File: config.mk
export PLATFORM = sky130hd
export DESIGN_NAME = shift_right_seq
export DESIGN_NICKNAME = d
export VERILOG_FILES = /design/src/rtl/shift_right_seq.sv
export SDC_FILE = /design/constraint.sdc
export NUM_CORES = 1
export LEC_CHECK = 0
export ABC_AREA = 1
export CAP_MARGIN = 10
export CORE_ASPECT_RATIO = 0.75
export CORE_MARGIN = 1.5
export CORE_UTILIZATION = 49
export CTS_BUF_LIST = sky130_fd_sc_hd__clkbuf_8
export CTS_CLUSTER_SIZE = 25
export DETAILED_ROUTE_END_ITERATION = 10
export PLACE_DENSITY = 0.81
export SLEW_MARGIN = 20
export SYNTH_ARGS = -nofsm -noshare
export SYNTH_HDL_FRONTEND = slang
export SYNTH_SLANG_ARGS = --single-unit
File: constraint.sdc
create_clock -name Clk -period 1.6 [get_ports Clk]
set_input_delay 0.48 -clock Clk [delete_from_list [all_inputs] [get_ports Clk]]
set_output_delay 0.48 -clock Clk [all_outputs]
set_load 0.01 [all_outputs]
File: src/rtl/shift_right_seq.sv
// Multi-cycle right shifter (logical/arithmetic) retiring two bits per clock,
// with a start/busy/done handshake so the controller can stall on it.
module shift_right_seq #(
  parameter int WIDTH = 32,
  parameter int SW    = 5
) (
  input  logic             Clk,
  input  logic             Rst,
  input  logic             start,
  input  logic [WIDTH-1:0] in,
  input  logic [SW-1:0]    shamt,
  input  logic             arith,
  output logic [WIDTH-1:0] out,
  output logic             busy,
  output logic             done
);

  typedef enum logic [1:0] {
    IDLE  = 2'd0,
    SHIFT = 2'd1,
    DONE  = 2'd2
  } state_t;

  state_t            state, state_nxt;
  logic [WIDTH-1:0]  work;
  logic [SW-1:0]     cnt;
  logic [SW-1:0]     cnt_nxt;
  logic              fill;

  function automatic logic [WIDTH-1:0] shr2(input logic [WIDTH-1:0] v, input logic f);
    return {f, f, v[WIDTH-1:2]};
  endfunction

  function automatic logic [WIDTH-1:0] shr1(input logic [WIDTH-1:0] v, input logic f);
    return {f, v[WIDTH-1:1]};
  endfunction

  // Remaining amount after this SHIFT step; a final odd bit collapses to zero.
  always_comb begin
    cnt_nxt = '0;
    if (cnt >= SW'(2))
      cnt_nxt = cnt - SW'(2);
  end

  always_comb begin
    state_nxt = state;
    case (state)
      IDLE: begin
        if (start)
          state_nxt = (shamt == '0) ? DONE : SHIFT;
      end
      SHIFT: begin
        if (cnt_nxt == '0)
          state_nxt = DONE;
      end
      DONE:    state_nxt = IDLE;
      default: state_nxt = IDLE;
    endcase
  end

  always_ff @(posedge Clk or negedge Rst) begin
    if (!Rst)
      state <= IDLE;
    else
      state <= state_nxt;
  end

  // Datapath: capture on the accepting edge, then shift by 2 (or 1 for the odd tail).
  always_ff @(posedge Clk or negedge Rst) begin
    if (!Rst) begin
      work <= '0;
      cnt  <= '0;
      fill <= 1'b0;
    end else begin
      case (state)
        IDLE: begin
          if (start) begin
            work <= in;
            cnt  <= shamt;
            fill <= arith & in[WIDTH-1];
          end
        end
        SHIFT: begin
          if (cnt >= SW'(2))
            work <= shr2(work, fill);
          else
            work <= shr1(work, fill);
          cnt <= cnt_nxt;
        end
        default: ;
      endcase
    end
  end

  assign out  = work;
  assign busy = (state != IDLE);
  assign done = (state == DONE);

endmodule
==> results.py, run 1 <==
metrics = {
    "outcome": {
        "outcome": "complete, no violations",
    },
    "sta": {
        "max_freq_mhz": 644,
        "period_share_pct": 97.1,
        "skew_ps": 11.5,
        "relSlewSlack_pct": 71.0,
        "rsz0062_at_grt": "yes",
        "max_slew.worst_pin.slew_ps": 434,
        "slew_violations": 0,
        "finalHoldViolCount": 0,
        "finalSetupViolCount": 0,
        "fin_hold_ws_ps": 101,
        "layout_min_cycle_time_ps": 1550,
    },
    "power_and_ir_drop": {
        "power_uw": 6970,
        "power_density_mw_per_mm2": 2010,
        "leakagePower_uw": 0.00167,
        "ir_drop_v": 0.00127,
    },
    "layout": {
        "final_cell_mix": "nand3_1, nand2_1, dfrtp_1",
        "diodes": 0,
        "nNetsFinal": 470,
        "drive_gt1_share_pct": 13.1,
        "fin_area_sq_mm": 0.00347,
        "area_growth_pct": 42.3,
        "layout_commonest_cell": "nand3_1",
    },
    "floorplanning": {
        "die_w_um": 84.5,
        "core_area_sq_mm": 0.00484,
        "die_y_um": 64.1,
        "die-area_sq_mm": 0.00541,
        "start_util_pct": 50.3,
        "rows": 22,
        "ios": 75,
    },
    "clock_network": {
        "clkLatencyLatePin_ps": 310,
        "tritoncts": "done",
        "root_buffer": "clkbuf_8",
        "cts_buffer_depth": 2,
        "clk_pin_slew_ps": 90,
        "clock-sinks": 40,
        "cts_buffers": 5,
        "htreeDepth": 2,
    },
    "setup_path": {
        "cp.depth": 2,
        "regToRegSetupSlack_ps": 70,
        "cp_slowest_cell": "dfrtp_1",
        "path_cells": "nor2_1 > clkdlybuf4s15_1",
        "cp_top_family": "flip-flops",
        "critPathLaunchType": "flop",
        "critical_path_class": "flop to output port",
        "max_stage_delay_ps": 410,
        "end_kind": "output port",
        "crit_arrival_ps": 1070,
        "critPathBufInv": 1,
        "critPathMaxFanout": 3,
        "required_ps": 1120,
        "rr_worst_depth": 10,
    },
    "global_route": {
        "grt_pass1_vias": 2383,
        "gr-total-overflow": 0,
        "grt_pass1_wl_um": 11200,
        "grt_max_degree": 40,
        "antenna_found_initial": 0,
        "grt_use_total_pct": 25.9,
    },
    "route": {
        "vias_per_cell": 5.47,
        "drc": 0,
        "dr.first_iter.drc_count": 172,
        "antenna_left": 0,
        "routedWlPerCell_um": 13.9,
        "totalWireLength_um": 6790,
        "via_count": 2674,
        "dr.pass1.iters": 4,
    },
    "yosys": {
        "ys_seq_area_share_pct": 41.0,
        "netlist_area_sq_mm": 0.00244,
        "syn_area_per_cell_sq_um": 7.07,
        "synthDistinctLibCells": 22,
        "synthCells": 345,
        "ys_ff_latch": 40,
        "yosysWarnings": 0,
        "synth_nets": 387,
    },
    "placement": {
        "hpwlAfterDp_um": 4580,
        "numPortBuffers": 74,
        "place_area_sq_mm": 0.00330,
        "place.gp.congestion": 0.794,
    },
    "flow_run": {
        "drv_cap": 0,
    },
    "worst_hold_path": {
        "hold_path_class": "input port to asynchronous set/reset pin",
    },
}
-- kinds of logic (layout without fill, tap and decap cells) --
group                    count (synthesis)  after routing  synth area share [%]
buffers and inverters                   65            149                  11.8
AO/OA/AOI/OAI                           80             80                  18.0
flip-flops                              40             40                  41.0
adder cells (fa/ha/maj)                  1              1                 0.513
AND/OR/NAND/NOR                        159            159                  28.7
-- cell usage after synthesis --
cell type  instances  area [sq um]
a21oi_1           28           140
a21oi_2            8          70.1
a22oi_1            1          7.51
a31oi_1            1          6.26
buf_1              1          3.75
buf_2              8          40.0
buf_4              5          37.5
buf_6              2          22.5
clkbuf_1           7          26.3
dfrtp_1           40          1000
ha_1               1          12.5
inv_1             38           143
inv_2              4          15.0
nand2_1           51           191
nand2_2            2          12.5
nand3_1           65           325
nor2_1            38           143
nor2_4             2          22.5
nor3_1             1          5.00
o2111ai_1          1          8.76
o21ai_0           39           195
o21ai_1            2          10.0
-- power breakdown --
part / internal, uW / switching [uW] / leakage [uW] / total, uW
sequential: 1560 / 426 / 0.000472 / 1990
combinational: 1850 / 2420 / 0.00114 / 4270
clock: 340 / 371 / 0.0000538 / 710
total: 3750 / 3220 / 0.00167 / 6970
-- routing by layer --
metal | vias to the layer above | track usage [%] | wire [um]
li1 | 1294 | - | -
met1 | 1243 | 36.9 | 3020
met2 | 126 | 40.9 | 3120
met3 | 11 | 4.78 | 581
met4 | 0 | 7.26 | 79
met5 | - | 0 | 0
-- through the flow --
step | utilization [%] | cells | setup TNS (ps) | setup slack, ps
floorplan | - | 345 | 0 | 147
global placement | 68.2 | 472 | -2240 | -79.5
detailed placement | 68.2 | 472 | -3210 | -137
CTS | 69.6 | 482 | 0 | 26.1
global route | 71.6 | 489 | -55.5 | -25.1
finish | 71.6 | 489 | 0 | 47.0
-- final cells by class --
class                   instances  area (sq um)
clock buffers                   6          82.6
clock inverters                 2          7.51
fillers                       431          1380
inverters                      42           158
multi-input cells             240          1190
flip-flops and latches         40          1000
well taps                      60          75.1
repair buffers                 99           958
-- state kept, by name, summed over array words and instances (netlist names) --
signal / flops
cnt: 5
state: 2
fill: 1
out: 32
-- final timing paths --
kind | start | end
worst max-delay path | state[0] | done
worst min-delay path | Rst | out[4]
worst max register to register | cnt[1] | state[0]
worst min register to register | out[0] | out[0]
max in group asynchronous | Rst | out[29]
min in group Clk | out[0] | out[0]
-- what timing repair did --
item | 4_1_cts | 5_1_grt
endpoints found under the hold margin | 0 | 0
hold buffers | 0 | 0
pin swaps | 0 | 4
setup endpoints to repair | 35 | 35
cloned | 0 | 1
buffers inserted | 2 | 6
resized for setup | 36 | 11
No activity file was read; power rests on OpenSTA's default activity.
==> run 2: changes to the inputs <==
REMOVE_ABC_BUFFERS = 1   (was unset)
==> results.py, run 2 (synthesized netlist as in run 1, its figures left out) <==
metrics = {
    "layout": {
        "nNetsFinal": 470,
        "drive_gt1_share_pct": 13.5,
        "largest_reg_flops": 32,
        "fill_cells": 424,
        "final_cell_mix": "nand3_1, nand2_1, dfrtp_1",
        "multiInputGateArea_sq_mm": 0.00118,
        "finish.utilization_pct": 70.9,
        "diodes": 0,
        "regArea_sq_mm": 0.00100,
        "area_growth_pct": 40.8,
        "layout_commonest_cell": "nand3_1",
        "instances_no_fill": 489,
        "fin_area_sq_mm": 0.00343,
    },
    "sta": {
        "skew_ps": 5.24,
        "max_slew.worst_pin.slew_ps": 433,
        "fin_hold_ws_ps": 118,
        "period_share_pct": 98.3,
        "max_freq_mhz": 636,
        "rsz0062_at_grt": "yes",
        "slew_violations": 0,
        "layout_min_cycle_time_ps": 1570,
        "finalHoldViolCount": 0,
        "finalSetupViolCount": 0,
        "relSlewSlack_pct": 71.1,
        "fin_ws_ps": 27.7,
    },
    "clock_network": {
        "clock-sinks": 40,
        "tritoncts": "done",
        "htreeDepth": 2,
        "ctsHoldBuffers": 0,
        "root_buffer": "clkbuf_8",
        "clkLatencyLatePin_ps": 290,
        "cts_buffers": 5,
        "clk_pin_slew_ps": 80,
        "cts_buffer_depth": 2,
    },
    "setup_path": {
        "r2r_start": "cnt[1]",
        "critical_path_class": "flop to flop",
        "regToRegSetupSlack_ps": 30,
        "required_ps": 1810,
        "crit_arrival_ps": 1780,
        "rr_worst_depth": 8,
        "end_kind": "flop",
        "critPathMaxFanout": 21,
        "critPathLaunchType": "flop",
        "r2r_end": "out[12]",
    },
    "global_route": {
        "grt_max_degree": 32,
        "grt_use_total_pct": 25.6,
        "grt_pass1_wl_um": 11300,
        "grt_pass1_vias": 2402,
        "gr-total-overflow": 0,
        "antenna_found_initial": 0,
    },
    "placement": {
        "numPortBuffers": 74,
        "hpwlAfterDp_um": 4690,
        "place_area_sq_mm": 0.00332,
        "place_ws_ps": -163,
        "place_inst": 476,
        "place.gp.congestion": 0.838,
    },
    "route": {
        "met3WireLength_um": 553,
        "dr.first_iter.drc_count": 264,
        "via_count": 2675,
        "drc": 0,
        "top_layer_used": "met4",
        "vias_per_cell": 5.47,
        "met2WireLength_um": 3160,
        "dr.pass1.iters": 5,
        "antenna_left": 0,
        "met1_length_um": 2990,
        "routedWlPerCell_um": 13.8,
        "totalWireLength_um": 6730,
    },
    "floorplanning": {
        "die_y_um": 64.1,
        "core_area_sq_mm": 0.00484,
        "start_util_pct": 50.3,
        "die-area_sq_mm": 0.00541,
        "rows": 22,
        "die_w_um": 84.5,
        "ios": 75,
    },
    "worst_hold_path": {
        "hold_path_class": "input port to asynchronous set/reset pin",
    },
    "power_and_ir_drop": {
        "ir_drop_v": 0.00106,
        "leakagePower_uw": 0.00165,
        "power_density_mw_per_mm2": 2010,
    },
    "outcome": {
        "outcome": "complete, no violations",
    },
    "flow_run": {
        "drv_cap": 0,
    },
}
## run 2: worst max-delay path by stage
stage / slack (ps) / end / from / cells past startpoint
finish: 30 / out[12] / cnt[1] / 8
global route: -70 / out[14] / cnt[1] / 8
CTS: 30 / out[12] / cnt[1] / 9
detailed placement: -160 / out[24] / start / 5
global placement: -80 / out[25] / start / 5
floorplan: -450 / cnt[2] / state[0] / 7
## run 2: worst max-delay path: stages, from the launching register on
cell,delay [ps]
dfrtp_1,360
inv_2,50
buf_4,140
nor2_1,170
nand2_1,170
buf_4,250
nand3_1,110
nand3_1,90
a21oi_1,140
## run 2: where the power goes
part           internal, uW  leakage, uW  switching [uW]  total (uW)
sequential             1560     0.000472             419        1980
clock                   345    0.0000510             357         701
combinational          1800      0.00112            2420        4220
## run 2: cell type report
class | instances | area share [%]
clock inverters | 2 | 0.291
well taps | 60 | 2.19
inverters | 42 | 4.59
clock buffers | 6 | 2.40
multi-input cells | 240 | 34.4
flip-flops and latches | 40 | 29.1
repair buffers | 99 | 27.0
## run 2: through the flow
step           TNS (ps)  total power (uW)
2_1_floorplan    -13700              4330
3_3_place_gp      -1740              6180
3_5_place_dp      -3040              6330
4_1_cts               0              6760
5_1_grt            -844              7510
6_report              0              6900
## run 2: what timing repair did
item	CTS	global route
endpoints found under the setup margin	34	32
endpoints found under the hold margin	0	0
setup buffers	2	3
pin swaps	0	1
gates resized for setup	37	9
## run 2: per-layer routing
layer | vias up | global-route usage (%)
li1 | 1294 | -
met1 | 1250 | 36.3
met2 | 125 | 42.2
met3 | 6 | 4.39
met4 | 0 | 4.44
met5 | - | 0
==> run 3: changes to the inputs <==
CORE_UTILIZATION = 44   (was 49)
PLACE_DENSITY = 0.77   (was 0.81)
clock period = 1.4 ns   (was 1.6 ns; I/O delays follow)
==> results.py, run 3 (synthesized netlist as in run 1, its figures left out) <==
metrics = {
    "outcome": {
        "outcome": "finished, violations left",
        "violations": "negative setup slack",
    },
    "clock_network": {
        "clkLatencyLatePin_ps": 300,
        "tritoncts": "done",
        "clock-sinks": 40,
        "htreeDepth": 2,
        "cts_buffers": 5,
        "root_buffer": "clkbuf_8",
        "clk_pin_slew_ps": 90,
        "cts_buffer_depth": 2,
    },
    "setup_path": {
        "r2r_end": "out[15]",
        "required_ps": 1630,
        "regToRegSetupSlack_ps": -130,
        "critical_path_class": "flop to flop",
        "crit_arrival_ps": 1770,
        "r2r_start": "cnt[1]",
        "critPathLaunchType": "flop",
        "rr_worst_depth": 9,
        "end_kind": "flop",
        "critPathMaxFanout": 5,
    },
    "global_route": {
        "grt_use_total_pct": 25.9,
        "gr-total-overflow": 0,
        "antenna_found_initial": 0,
        "grt_max_degree": 41,
        "grt_pass1_wl_um": 12100,
        "grt_pass1_vias": 2571,
    },
    "sta": {
        "max_freq_mhz": 652,
        "period_share_pct": 110,
        "relSlewSlack_pct": 79.1,
        "max_slew.worst_pin.slew_ps": 310,
        "finalSetupViolCount": 37,
        "fin_ws_ps": -134,
        "finalHoldViolCount": 0,
        "layout_min_cycle_time_ps": 1530,
        "slew_violations": 0,
        "skew_ps": 10.8,
        "rsz0062_at_grt": "yes",
        "fin_hold_ws_ps": 75.4,
    },
    "route": {
        "totalWireLength_um": 8070,
        "drc": 0,
        "antenna_left": 0,
        "dr.pass1.iters": 4,
        "top_layer_used": "met4",
        "met2WireLength_um": 3710,
        "routedWlPerCell_um": 14.9,
        "met1_length_um": 3600,
        "met3WireLength_um": 645,
        "dr.first_iter.drc_count": 221,
        "vias_per_cell": 5.30,
        "via_count": 2873,
    },
    "layout": {
        "nNetsFinal": 508,
        "largest_reg_flops": 32,
        "regArea_sq_mm": 0.00100,
        "diodes": 0,
        "layout_commonest_cell": "buf_4",
        "multiInputGateArea_sq_mm": 0.00145,
        "drive_gt1_share_pct": 33.8,
        "area_growth_pct": 67.3,
        "fill_cells": 372,
        "final_cell_mix": "buf_4, nand3_1, dfrtp_1",
    },
    "flow_run": {
        "drv_cap": 0,
    },
    "floorplanning": {
        "start_util_pct": 45.6,
        "die_w_um": 89.0,
        "rows": 23,
        "core_area_sq_mm": 0.00535,
        "die-area_sq_mm": 0.00600,
        "ios": 75,
        "die_y_um": 67.5,
    },
    "worst_hold_path": {
        "hold_path_class": "input port to asynchronous set/reset pin",
    },
    "power_and_ir_drop": {
        "power_density_mw_per_mm2": 2400,
        "ir_drop_v": 0.00118,
        "power_uw": 9800,
        "leakagePower_uw": 0.00186,
    },
    "placement": {
        "hpwlAfterDp_um": 4690,
        "place.gp.congestion": 0.809,
        "place_ws_ps": -258,
        "numPortBuffers": 74,
    },
}
==> run 3: changes by cell type in the layout (fill, tap and decap cells not counted), moves of 3 or more <==
| cell | previous run | this run |
|---|---|---|
| a21oi_2 | 12 | 25 |
| buf_6 | 0 | 9 |
| dlygate4sd2_1 | 32 | 1 |
| a21oi_1 | 24 | 10 |
| nor2_1 | 38 | 35 |
| nand2_4 | 1 | 6 |
| nand2_1 | 50 | 28 |
| clkdlybuf4s15_1 | 1 | 30 |
| buf_4 | 21 | 48 |
| nand3_2 | 1 | 18 |
| nand3_1 | 64 | 46 |
| nand2_2 | 2 | 20 |
| nor2_2 | 0 | 3 |
==> run 3: worst max-delay path, stage by stage, from the launching register on <==
cell and delay [ps]:
dfrtp_1 390, inv_2 90, ha_4 150, nand2_4 60, nor2_4 210, nand2_4 130, buf_6 160, nand2_1 50
nand3_1 90, a21oi_2 150
==> run 3: worst max-delay path by stage <==
stage / cells after the start / to / slack, ps / from
2_1_floorplan: 7 / cnt[2] / -650 / state[0]
3_3_place_gp: 5 / state[1] / -220 / start
4_1_cts: 9 / out[11] / -100 / cnt[1]
5_1_grt: 9 / out[15] / -240 / cnt[1]
3_5_place_dp: 5 / out[23] / -260 / start
6_report: 9 / out[15] / -130 / cnt[1]
==> run 3: final cells by class <==
class	count	area share, %
multi-input cells	241	35.5
repair buffers	136	31.4
flip-flops and latches	40	24.5
inverters	42	3.86
well taps	75	2.30
clock buffers	6	2.02
clock inverters	2	0.368
==> run 3: report_power, final <==
group / switching (uW) / internal (uW)
clock: 437 / 399
combinational: 3640 / 3160
sequential: 386 / 1780
total: 4470 / 5340
==> run 3: per-layer routing <==
layer / GRT usage [%] / vias up
li1: - / 1369
met1: 37.1 / 1348
met2: 40.5 / 142
met3: 5.99 / 14
met4: 5.00 / 0
met5: 0 / -
==> run 3: timing repair <==
action                     in CTS  in global routing
setup endpoints to repair      69                 67
gates cloned                    3                  0
hold buffers                    0                  0
resized for setup             111                 52
pin swaps                      21                 14
setup buffers                  27                  7
==> run 3: metrics by stage <==
stage / setup TNS, ps / area (sq um) / cells / utilization (%)
floorplan: -21500 / 2310 / 322 / -
global placement: -7420 / 3380 / 497 / 63.2
detailed placement: -8310 / 3380 / 497 / 63.2
CTS: -2030 / 3900 / 535 / 72.8
global route: -6480 / 4080 / 542 / 76.2
finish: -3090 / 4080 / 542 / 76.2
